--- src/rtl/risc_execute_unit.sv ---
// rtl/risc_execute_unit.sv - execute/writeback stage with single-cycle ALU and iterative shift-add MUL
module risc_execute_unit #(
  parameter int BITS = 16
) (
  input  logic            clk,
  input  logic            rst,
  input  logic            start,
  input  logic [2:0]      op,
  input  logic [1:0]      dest,
  input  logic [BITS-1:0] opA,
  input  logic [BITS-1:0] opB,
  output logic            busy,
  output logic            done,
  output logic            Write,
  output logic [1:0]      DestAddr,
  output logic [BITS-1:0] DestData,
  output logic            zero,
  output logic            carry
);

  localparam logic [2:0] OP_ADD   = 3'b000;
  localparam logic [2:0] OP_SUB   = 3'b001;
  localparam logic [2:0] OP_AND   = 3'b010;
  localparam logic [2:0] OP_OR    = 3'b011;
  localparam logic [2:0] OP_XOR   = 3'b100;
  localparam logic [2:0] OP_SHL   = 3'b101;
  localparam logic [2:0] OP_MUL   = 3'b110;
  localparam logic [2:0] OP_PASSB = 3'b111;
  localparam int         CW       = $clog2(BITS) + 1;

  typedef enum logic [1:0] {S_IDLE, S_MUL, S_WB} state_t;

  state_t            state_q;
  logic              busy_q, write_q;
  logic [1:0]        addr_q, dest_q;
  logic [BITS-1:0]   data_q;
  logic              zero_q, carry_q;
  logic [2*BITS-1:0] acc_q, mcand_q;
  logic [BITS-1:0]   mplier_q;
  logic [CW-1:0]     cnt_q;

  logic [BITS:0]     alu_d;
  logic [2*BITS-1:0] acc_d;

  // Bit BITS of alu_d is the carry/borrow; the zero-extended subtract yields borrow there.
  always_comb begin
    alu_d = '0;
    unique case (op)
      OP_ADD:   alu_d = {1'b0, opA} + {1'b0, opB};
      OP_SUB:   alu_d = {1'b0, opA} - {1'b0, opB};
      OP_AND:   alu_d = {1'b0, opA & opB};
      OP_OR:    alu_d = {1'b0, opA | opB};
      OP_XOR:   alu_d = {1'b0, opA ^ opB};
      OP_SHL:   alu_d = {1'b0, opA << opB[3:0]};
      OP_PASSB: alu_d = {1'b0, opB};
      default:  alu_d = '0;
    endcase
  end

  assign acc_d = mplier_q[0] ? acc_q + mcand_q : acc_q;

  always_ff @(posedge clk or posedge rst) begin
    if (rst) begin
      state_q  <= S_IDLE;
      busy_q   <= 1'b0;
      write_q  <= 1'b0;
      addr_q   <= '0;
      dest_q   <= '0;
      data_q   <= '0;
      zero_q   <= 1'b0;
      carry_q  <= 1'b0;
      acc_q    <= '0;
      mcand_q  <= '0;
      mplier_q <= '0;
      cnt_q    <= '0;
    end else begin
      unique case (state_q)
        S_IDLE: begin
          if (start) begin
            dest_q <= dest;
            busy_q <= 1'b1;
            if (op == OP_MUL) begin
              acc_q    <= '0;
              mcand_q  <= {{BITS{1'b0}}, opA};
              mplier_q <= opB;
              cnt_q    <= '0;
              state_q  <= S_MUL;
            end else begin
              data_q  <= alu_d[BITS-1:0];
              carry_q <= alu_d[BITS];
              zero_q  <= (alu_d[BITS-1:0] == '0);
              addr_q  <= dest;
              write_q <= 1'b1;
              state_q <= S_WB;
            end
          end
        end
        S_MUL: begin
          acc_q    <= acc_d;
          mcand_q  <= mcand_q << 1;
          mplier_q <= mplier_q >> 1;
          cnt_q    <= cnt_q + CW'(1);
          if (cnt_q == CW'(BITS - 1)) begin
            data_q  <= acc_d[BITS-1:0];
            carry_q <= |acc_d[2*BITS-1:BITS];
            zero_q  <= (acc_d[BITS-1:0] == '0);
            addr_q  <= dest_q;
            write_q <= 1'b1;
            state_q <= S_WB;
          end
        end
        S_WB: begin
          write_q <= 1'b0;
          busy_q  <= 1'b0;
          state_q <= S_IDLE;
        end
        default: begin
          write_q <= 1'b0;
          busy_q  <= 1'b0;
          state_q <= S_IDLE;
        end
      endcase
    end
  end

  assign busy     = busy_q;
  assign done     = write_q;
  assign Write    = write_q;
  assign DestAddr = addr_q;
  assign DestData = data_q;
  assign zero     = zero_q;
  assign carry    = carry_q;

endmodule
--- config.mk ---
export PLATFORM = sky130hd
export DESIGN_NAME = risc_execute_unit
export DESIGN_NICKNAME = d
export VERILOG_FILES = /design/src/rtl/risc_execute_unit.sv
export SDC_FILE = /design/constraint.sdc
export NUM_CORES = 1
export LEC_CHECK = 0
export ABC_AREA = 0
export CORE_MARGIN = 5
export CORE_UTILIZATION = 60
export CTS_BUF_LIST = sky130_fd_sc_hd__clkbuf_2 sky130_fd_sc_hd__clkbuf_4 sky130_fd_sc_hd__clkbuf_8
export DETAILED_ROUTE_END_ITERATION = 7
export PLACE_DENSITY = 0.86
export SLEW_MARGIN = 20
export SYNTH_ARGS = -nofsm -noshare
export SYNTH_HDL_FRONTEND = slang
export SYNTH_SLANG_ARGS = --single-unit
--- constraint.sdc ---
create_clock -name clk -period 11.7 [get_ports clk]
set_input_delay 2.34 -clock clk [delete_from_list [all_inputs] [get_ports clk]]
set_output_delay 2.34 -clock clk [all_outputs]
set_load 0.02 [all_outputs]
# Word level (Yosys, flattened, before mapping)
# Index checks and enable logic that the tools add are counted.
# Widths: inputs -> output; s select.
[word_totals]
elab_cells = 86
register_bits = 111
input_bits = 40
out_inout_bits = 23
[op_classes]
n_shift = 1
eq_ne = 13
n_bitwise = 4
n_reduce_logical = 12
addsub = 4
n_mux = 40
[ops]
columns = ["op", "count"]
rows = [
  ["$mux 32", 5],
  ["$pmux 32 s2", 2],
  ["$pmux 17 s7", 1],
  ["$mux 16", 5],
  ["$pmux 16 s2", 2],
  ["$add 32x32->32", 1],
  ["$logic_not 16->1", 2],
  ["$add 16x16->17", 1],
  ["$sub 16x16->17", 1],
  ["$and 16x16->16", 1],
  ["$or 16x16->16", 1],
  ["$reduce_or 16->1", 1],
  ["$shl 16x4->16", 1],
  ["$xor 16x16->16", 1],
  ["$eq 3x3->1 const B", 4],
  ["$mux 2", 6],
  ["$mux 1", 10],
  ["$mux 5", 2],
  ["$pmux 5 s2", 1],
  ["$ne 2x2->1 const B", 4],
  ["$pmux 1 s2", 4],
  ["$pmux 2 s2", 2],
  ["$eq 3x2->1 const B", 2],
  ["$reduce_and 2->1", 3],
  ["other kinds (10)", 11],
]

# Depth between registers and ports, before layout
# Gate-level depths: netlist of run 1.
[logic_depth]
ltp_word = 6
mapped_depth = 18
ltp_nobuf = 17

# Worst setup path before layout of run 1
# OpenSTA, ideal clock, no wires.
[synth_path]
kind = "input to register"
startpoint = "in opB[0]"
endpoint = "reg zero_q (netlist: zero)"
arrival_ns = 5.921
n_path_buf = 1
required_ns = 11.605
setup_time_ns = 0.095
slack_ns = 5.684
path_stages = 17
cell_sequence = "buf_2 -> inv_2 -> ha_1 -> or3b_1 -> nor4_2 -> nand2_1 -> o21ai_0 -> xnor2_1 -> ha_1 -> a21oi_1 -> o21ai_0 -> a221oi_1 -> a21oi_1 -> a221o_1 -> a221o_1 -> or4_1 -> o31ai_1"
[synth_via]
elab_chain_cells = 6
elab_cells_between_ends = 11
cone_classes = "2 x add/sub; 1 x shift; 4 x mux; 3 x bitwise; 1 x reduce/logical"
[synth_lines]
columns = ["item", "line", "text"]
rows = [
  ["start, declared", "11", "input logic [BITS-1:0] opB,"],
  ["$sub 16x16->17 (tied with other cells)", "50", "OP_SUB: alu_d = {1'b0, opA} - {1'b0, opB};"],
  ["$pmux 17 s7 (*)", "48", "unique case (op)"],
  ["$logic_not 16->1 (*)", "91", "zero_q <= (alu_d[BITS-1:0] == '0);"],
  ["$mux 1 (*)", "82", "if (op == OP_MUL) begin"],
  ["$mux 1 (*)", "79", "if (start) begin"],
  ["$pmux 1 s2 (*)", "77", "unique case (state_q)"],
  ["end signal, assigned", "91", ""],
  ["end signal, assigned", "106", "zero_q <= (acc_d[BITS-1:0] == '0);"],
  ["end, declared", "37", "logic zero_q, carry_q;"],
]
# Every way passes the cells marked *; elsewhere a longest branch is shown, timed or not. The select of a mux whose other input is x is not followed.
# A chain may end at the register's enable or synchronous reset.

# Worst setup path after layout of run 1
[layout_path]
startpoint = "in op[2]"
endpoint = "reg carry_q (netlist: carry)"
[layout_via]
elab_chain_cells = 5
elab_cells_between_ends = 14
cone_classes = "8 x eq/ne; 4 x mux; 2 x reduce/logical"
[layout_lines]
columns = ["item", "line", "text"]
rows = [
  ["start, declared", "8", "input logic [2:0] op,"],
  ["$eq 3x3->1 (tied with other cells)", "48", ""],
  ["$pmux 17 s7", "48", ""],
  ["$mux 1", "82", ""],
  ["$mux 1", "79", ""],
  ["$pmux 1 s2", "77", ""],
  ["end signal, assigned", "90", "carry_q <= alu_d[BITS];"],
  ["end signal, assigned", "105", "carry_q <= |acc_d[2*BITS-1:BITS];"],
  ["end, declared", "37", ""],
]
# Several ways; a longest one is shown, not always the timed one. The select of a mux whose other input is x is not followed.

==> impl_metrics.json, run 1 <==
{
  "status": "finished, final reports clean",
  "fin_tns_setup_ns": 0,
  "switching_share_pct": 48.7,
  "finClkSkew_ns": 0.0122,
  "setup_viol": 0,
  "drive_gt1_share_pct": 4.93,
  "gp_congestion": 1.07,
  "synth_edf_count": 0,
  "drt_iter0_markers": 1188,
  "postSynthCellCount": 1253,
  "synth_area_leader_cell": "dfrtp_1",
  "wl_per_cell_um": 20.7,
  "ys_types": 81,
  "yosysTopAreaCellShare_pct": 28.3,
  "timing.fmax_ghz": 0.151,
  "finalMaxSlewViolations": 0,
  "slew_headroom_pct": 31.2,
  "start_util_pct": 61.4,
  "drcViolationCount": 0,
  "cp-start-kind": "input pin",
  "routed-via-count": 9931,
  "critPathArrivalTime_ns": 6.90,
  "synth.most_common_cell": "nand2_1",
  "area.growth.synth_to_final_pct": 9.67,
  "track_usage_pct": 33.0,
  "nNetsFinal": 1399,
  "synth-seq-cells": 111,
  "rows": 46,
  "root_buffer": "clkbuf_8",
  "syn_area_sq_um": 9820,
  "avgViaCountPerCell": 6.64,
  "p_int_w": 0.00128,
  "cts_buffers": 9,
  "postSynth.asyncResetShare_pct": 100,
  "use_met2_pct": 52.7,
  "grt_overflow": 0,
  "numPortBuffers": 62,
  "yosysWarnings": 0,
  "hold_end": "DestData[4]$_DFFE_PP0P_",
  "worstReg2RegStart": "mcand_q[0]$_DFFE_PP0P_",
  "cts_tree": "done",
  "grt_pass1_vias": 9315,
  "drt_pass1_iterations": 7,
  "dp_hpwl_mm": 23.1,
  "total_leakage_power_nw": 4.91,
  "synth_top_flop_cell": "dfrtp_1",
  "cts.sinks": 111,
  "fp.dieH_um": 138,
  "reg2reg_depth": 12,
  "core-area_sq_um": 16000,
  "post-route-util_pct": 67.3,
  "die_w_um": 138,
  "syn_nets": 1378,
  "io_pins": 63,
  "ant_nets": 0,
  "cp-end-kind": "flop",
  "p_clk_share_pct": 9.9,
  "hold_violations": 0,
  "peakVddDrop_uv": 122,
  "pwr-share-comb_pct": 62.4,
  "yosys-top-cells-count": "nand2_1 (206), nor2_1 (120), dfrtp_1 (111)",
  "top_usage_layer": "met2",
  "rrSetupSlack_ns": 7.71,
  "grt_pass1_wl_mm": 48.8,
  "clk_path_buf_depth": 2,
  "ys_top_cells_by_area": "dfrtp_1 (28%), ha_1 (11%), nand2_1 (7.9%)",
  "htreeDepth": 3,
  "avgSynthCellArea_sq_um": 7.84,
  "antenna_cells": 0,
  "multi_input_area_sq_um": 6600,
  "holdPathStages": 2,
  "path_class": "input pin to flop",
  "regArea_sq_um": 2780,
  "postCtsHoldBufs": 0,
  "dieArea_sq_um": 19000,
  "grt_max_degree": 73,
  "met1_usage_pct": 43.1,
  "post_cts_buffers": 0,
  "p_seq_share_pct": 27.7,
  "fill_cells": 1397,
  "rsz0062_at_grt": "no",
  "ys_seq_area_share_pct": 28.3,
  "p_sw_w": 0.00121,
  "p_per_area_nw_per_um2": 231,
  "r2r_end": "carry$_DFFE_PP0P_",
  "routed_wl_mm": 31.0,
  "cap_violations": 0,
  "fin_crit_ns": 6.61,
  "crit_path_max_fanout": 26,
  "globalRouteMet3Util_pct": 5.77,
  "path_clk_slew_ns": 0.10,
  "clkLatencyLatePin_ns": 0.40,
  "min_path_type": "flop to flop",
  "period_share_pct": 56.5,
  "hp-start": "DestData[4]$_DFFE_PP0P_",
  "cts-resized-gates": 0,
  "critPathRequiredTime_ns": 11.99,
  "worst_pin_slew_ns": 1.03,
  "antenna_found_initial": 0
}
-- final cells by class --
cell class	count	area share, %
Tap cell	216	2.51
Sequential cell	111	25.8
Clock buffer	9	1.15
Inverter	53	1.87
Multi-Input combinational cell	1024	61.3
Timing Repair Buffer	75	6.67
Clock inverter	7	0.743
-- placed cells by master (no fill, tap or decap), types with 28 or more instances in the layout --
cell,n
a21oi_1,86
a31oi_1,37
clkdlybuf4s50_1,62
dfrtp_1,111
ha_1,83
inv_1,47
mux2i_1,35
nand2_1,206
nor2_1,120
o21ai_0,93
xnor2_1,28
-- how the worst max path moves through the flow --
| stage | startpoint | to | slack [ns] |
|---|---|---|---|
| after floorplan | opB[0] | zero$_DFFE_PP0P_ | 5.68 |
| after global placement | opB[0] | zero$_DFFE_PP0P_ | 4.89 |
| after detailed placement | opB[0] | zero$_DFFE_PP0P_ | 4.78 |
| after CTS | opB[0] | zero$_DFFE_PP0P_ | 5.19 |
| after global routing | opB[0] | zero$_DFFE_PP0P_ | 4.72 |
| final | op[2] | carry$_DFFE_PP0P_ | 5.09 |
-- per-layer routing --
layer	wire, um	vias up	share of wire [%]
li1	-	4596	-
met1	12400	4636	40
met2	14200	573	46
met3	2700	126	8.7
met4	1700	0	5.5
met5	0	-	0
-- power groups by stage --
stage / Sequential, W / Combinational (W) / Clock [W]
after detailed placement: 0.000696 / 0.00152 / 0
final: 0.000691 / 0.00155 / 0.000246
after global routing: 0.000712 / 0.00171 / 0.000264
after CTS: 0.000689 / 0.00153 / 0.000251
after floorplan: 0.000699 / 0.00109 / 0
after global placement: 0.000688 / 0.00148 / 0
-- per-stage QoR --
stage	setup WS, ns	instance area [sq um]	power, W	cells	hold slack, ns
2_1_floorplan	5.68	9820	0.00179	1253	0.469
3_3_place_gp	4.89	10600	0.00217	1479	0.456
3_5_place_dp	4.78	10600	0.00221	1479	0.464
4_1_cts	5.19	10800	0.00247	1495	0.488
5_1_grt	4.72	10800	0.00268	1495	0.520
6_report	5.09	10800	0.00249	1495	0.484
-- state kept, by name, indices dropped and copies added, names as in the netlist --
register,flops
acc_q,32
mcand_q,32
DestData,16
mplier_q,16
cnt_q,5
DestAddr,2
dest_q,2
state_q,2
Write,1
busy,1
carry,1
zero,1
-- kinds of logic (layout without fill, tap and decap cells) --
logic type               Yosys count  after routing  synth area share, %
adder cells (fa/ha/maj)           85             85                 11.0
flip-flops                       111            111                 28.3
AND/OR/NAND/NOR                  464            464                 21.3
XOR/XNOR                          44             44                 3.92
AO/OA/AOI/OAI                    385            385                 25.7
buffers and inverters            118            144                 4.67
multiplexers                      46             46                 5.17
-- critical path, cell delays in order --
cell and delay [ns]:
clkdlybuf4s50_1 0.39, buf_4 0.23, nor2_1 0.62, and2_1 0.38, nor2_1 0.09, xnor2_1 0.13, ha_1 0.32, nor2b_1 0.17
o31ai_1 0.52, a211o_1 0.26, nand2_1 0.08, o211ai_1 0.24, a21oi_1 0.09, or4_1 0.62, nor3_1 0.17, a21oi_1 0.08
and3b_1 0.18
Power figures use the tool's default switching activity.
==> inputs of run 2 (changes only) <==
clock period = 6.14 ns   (was 11.7 ns; I/O delays follow)
==> run 2 against run 1 <==
Compared with the run above:
- cell count up 0.13%
- first-iteration DRC count shrank 2.4%
- flip-flop and latch count is the same
- worst hold slack gained 0.0090 ns
- total power is 91% higher
- design area grew 0.15%
- clock power rose by 89%
- critical endpoint is now zero$_DFFE_PP0P_
==> impl_metrics.json, run 2 (same netlist as run 1, synthesis figures left out) <==
{
  "track_usage_pct": 33.5,
  "top_regs": "acc_q (32), mcand_q (32)",
  "dp_hpwl_mm": 23.3,
  "ant_nets": 0,
  "switching_share_pct": 49.5,
  "pwr-share-comb_pct": 62.4,
  "p_clk_share_pct": 9.7,
  "setup_viol": 0,
  "period_share_pct": 85.3,
  "path_clk_slew_ns": 0.12,
  "fin_crit_ns": 5.24,
  "slew_headroom_pct": 34.4,
  "root_buffer": "clkbuf_8",
  "post_cts_buffers": 0,
  "cts_tree": "done",
  "hold_violations": 0,
  "critPathArrivalTime_ns": 5.55,
  "drt_pass1_iterations": 6,
  "finClkSkew_ns": 0.0226,
  "total_power_w": 0.00477,
  "clk_path_buf_depth": 2,
  "cap_violations": 0,
  "area.growth.synth_to_final_pct": 9.83,
  "rows": 46,
  "postCtsHoldBufs": 0,
  "core-area_sq_um": 16000,
  "io_pins": 63,
  "grt_pass1_wl_mm": 49.9,
  "crit_path_max_fanout": 11,
  "place_area_sq_um": 10600,
  "peakVddDrop_uv": 204,
  "dieArea_sq_um": 19000,
  "path_class": "input pin to flop",
  "numPortBuffers": 62,
  "fin_area_sq_um": 10800,
  "layout_common_cells": "nand2_1 (206), nor2_1 (120), dfrtp_1 (111)",
  "grt_pass1_vias": 9493,
  "cts.sinks": 111,
  "wl_per_cell_um": 20.8,
  "layout_commonest_cell": "nand2_1",
  "grt_max_degree": 70,
  "nNetsFinal": 1401,
  "drcViolationCount": 0,
  "clkLatencyLatePin_ns": 0.41,
  "timing.fmax_ghz": 0.191,
  "p_seq_share_pct": 27.8,
  "min_path_type": "flop to flop",
  "htreeDepth": 3,
  "worst_slack_ns": 0.904,
  "cp-end-kind": "flop",
  "p_sw_w": 0.00236,
  "routed_wl_mm": 31.1,
  "p_per_area_nw_per_um2": 442,
  "total_leakage_power_nw": 4.92,
  "gp_congestion": 0.977,
  "die_w_um": 138,
  "cp-start-kind": "input pin",
  "rrSetupSlack_ns": 2.30,
  "cts-resized-gates": 0,
  "grt_overflow": 0,
  "preCtsSetupSlack_ns": 0.499,
  "drive_gt1_share_pct": 5.07,
  "antenna_cells": 0,
  "critPathRequiredTime_ns": 6.46,
  "avgViaCountPerCell": 6.59,
  "status": "finished, final reports clean",
  "worst_pin_slew_ns": 0.983,
  "rsz0062_at_grt": "no",
  "routed-via-count": 9868,
  "finalMaxSlewViolations": 0,
  "fp.dieH_um": 138,
  "antenna_found_initial": 0,
  "fin_tns_setup_ns": 0,
  "drt_iter0_markers": 1159,
  "start_util_pct": 61.4,
  "p_int_w": 0.00241,
  "cts_buffers": 9
}
[run 2: final timing paths]
| check | from | to | cells after the start |
|---|---|---|---|
| max | opB[0] | zero$_DFFE_PP0P_ | 17 |
| min | DestData[11]$_DFFE_PP0P_ | DestData[11]$_DFFE_PP0P_ | 2 |
| max reg2reg | mcand_q[0]$_DFFE_PP0P_ | carry$_DFFE_PP0P_ | 12 |
| min reg2reg | DestData[11]$_DFFE_PP0P_ | DestData[11]$_DFFE_PP0P_ | 2 |
| max in group asynchronous | rst | acc_q[24]$_DFFE_PP0P_ | 3 |
| min in group asynchronous | rst | mcand_q[13]$_DFFE_PP0P_ | 2 |
[run 2: area by class of cell]
type | instances | area (sq um)
multi-input cells | 1024 | 6600
fillers | 1429 | 5210
flip-flops and latches | 111 | 2780
repair buffers | 77 | 733
well taps | 216 | 270
inverters | 53 | 201
clock buffers | 9 | 124
clock inverters | 7 | 81.3
[run 2: per-stage QoR]
step                      cells  util [%]  hold slack (ns)
after floorplan            1253         -            0.469
after global placement     1481      66.2            0.463
after detailed placement   1481      66.2            0.469
after CTS                  1497      67.4            0.496
after global routing       1497      67.4            0.541
final                      1497      67.4            0.493
[run 2: worst max-delay path, cell delays in order]
cell             delay, ns
clkdlybuf4s50_1       0.43
inv_2                 0.21
ha_1                  0.20
or3b_1                0.40
nor4_2                0.28
nand2_1               0.14
o21ai_0               0.24
xnor2_1               0.15
ha_1                  0.32
a21oi_1               0.27
o21ai_0               0.11
a221oi_1              0.24
a21oi_1               0.07
a221o_1               0.27
a221o_1               0.29
or4_1                 0.48
o31ai_1               0.20
[run 2: routing by layer]
| layer | global-route usage, % | wire length (um) | up-vias |
|---|---|---|---|
| met5 | 0 | 0 | - |
| met4 | 16.8 | 1650 | 0 |
| met3 | 5.66 | 2280 | 119 |
| met2 | 55.2 | 14700 | 498 |
| met1 | 42.6 | 12500 | 4657 |
| li1 | - | - | 4594 |
[run 2: power groups by stage]
stage | clock (W) | sequential, W | combinational (W)
2_1_floorplan | 0 | 0.00133 | 0.00207
4_1_cts | 0.000471 | 0.00132 | 0.00294
3_5_place_dp | 0 | 0.00133 | 0.00291
3_3_place_gp | 0 | 0.00132 | 0.00283
6_report | 0.000464 | 0.00133 | 0.00298
5_1_grt | 0.000500 | 0.00136 | 0.00326
==> inputs of run 3 (changes only) <==
CAP_MARGIN = 0   (was not set)
==> results of run 3 <==
No change in the layout: final DEF, timing and power equal those of run 2.
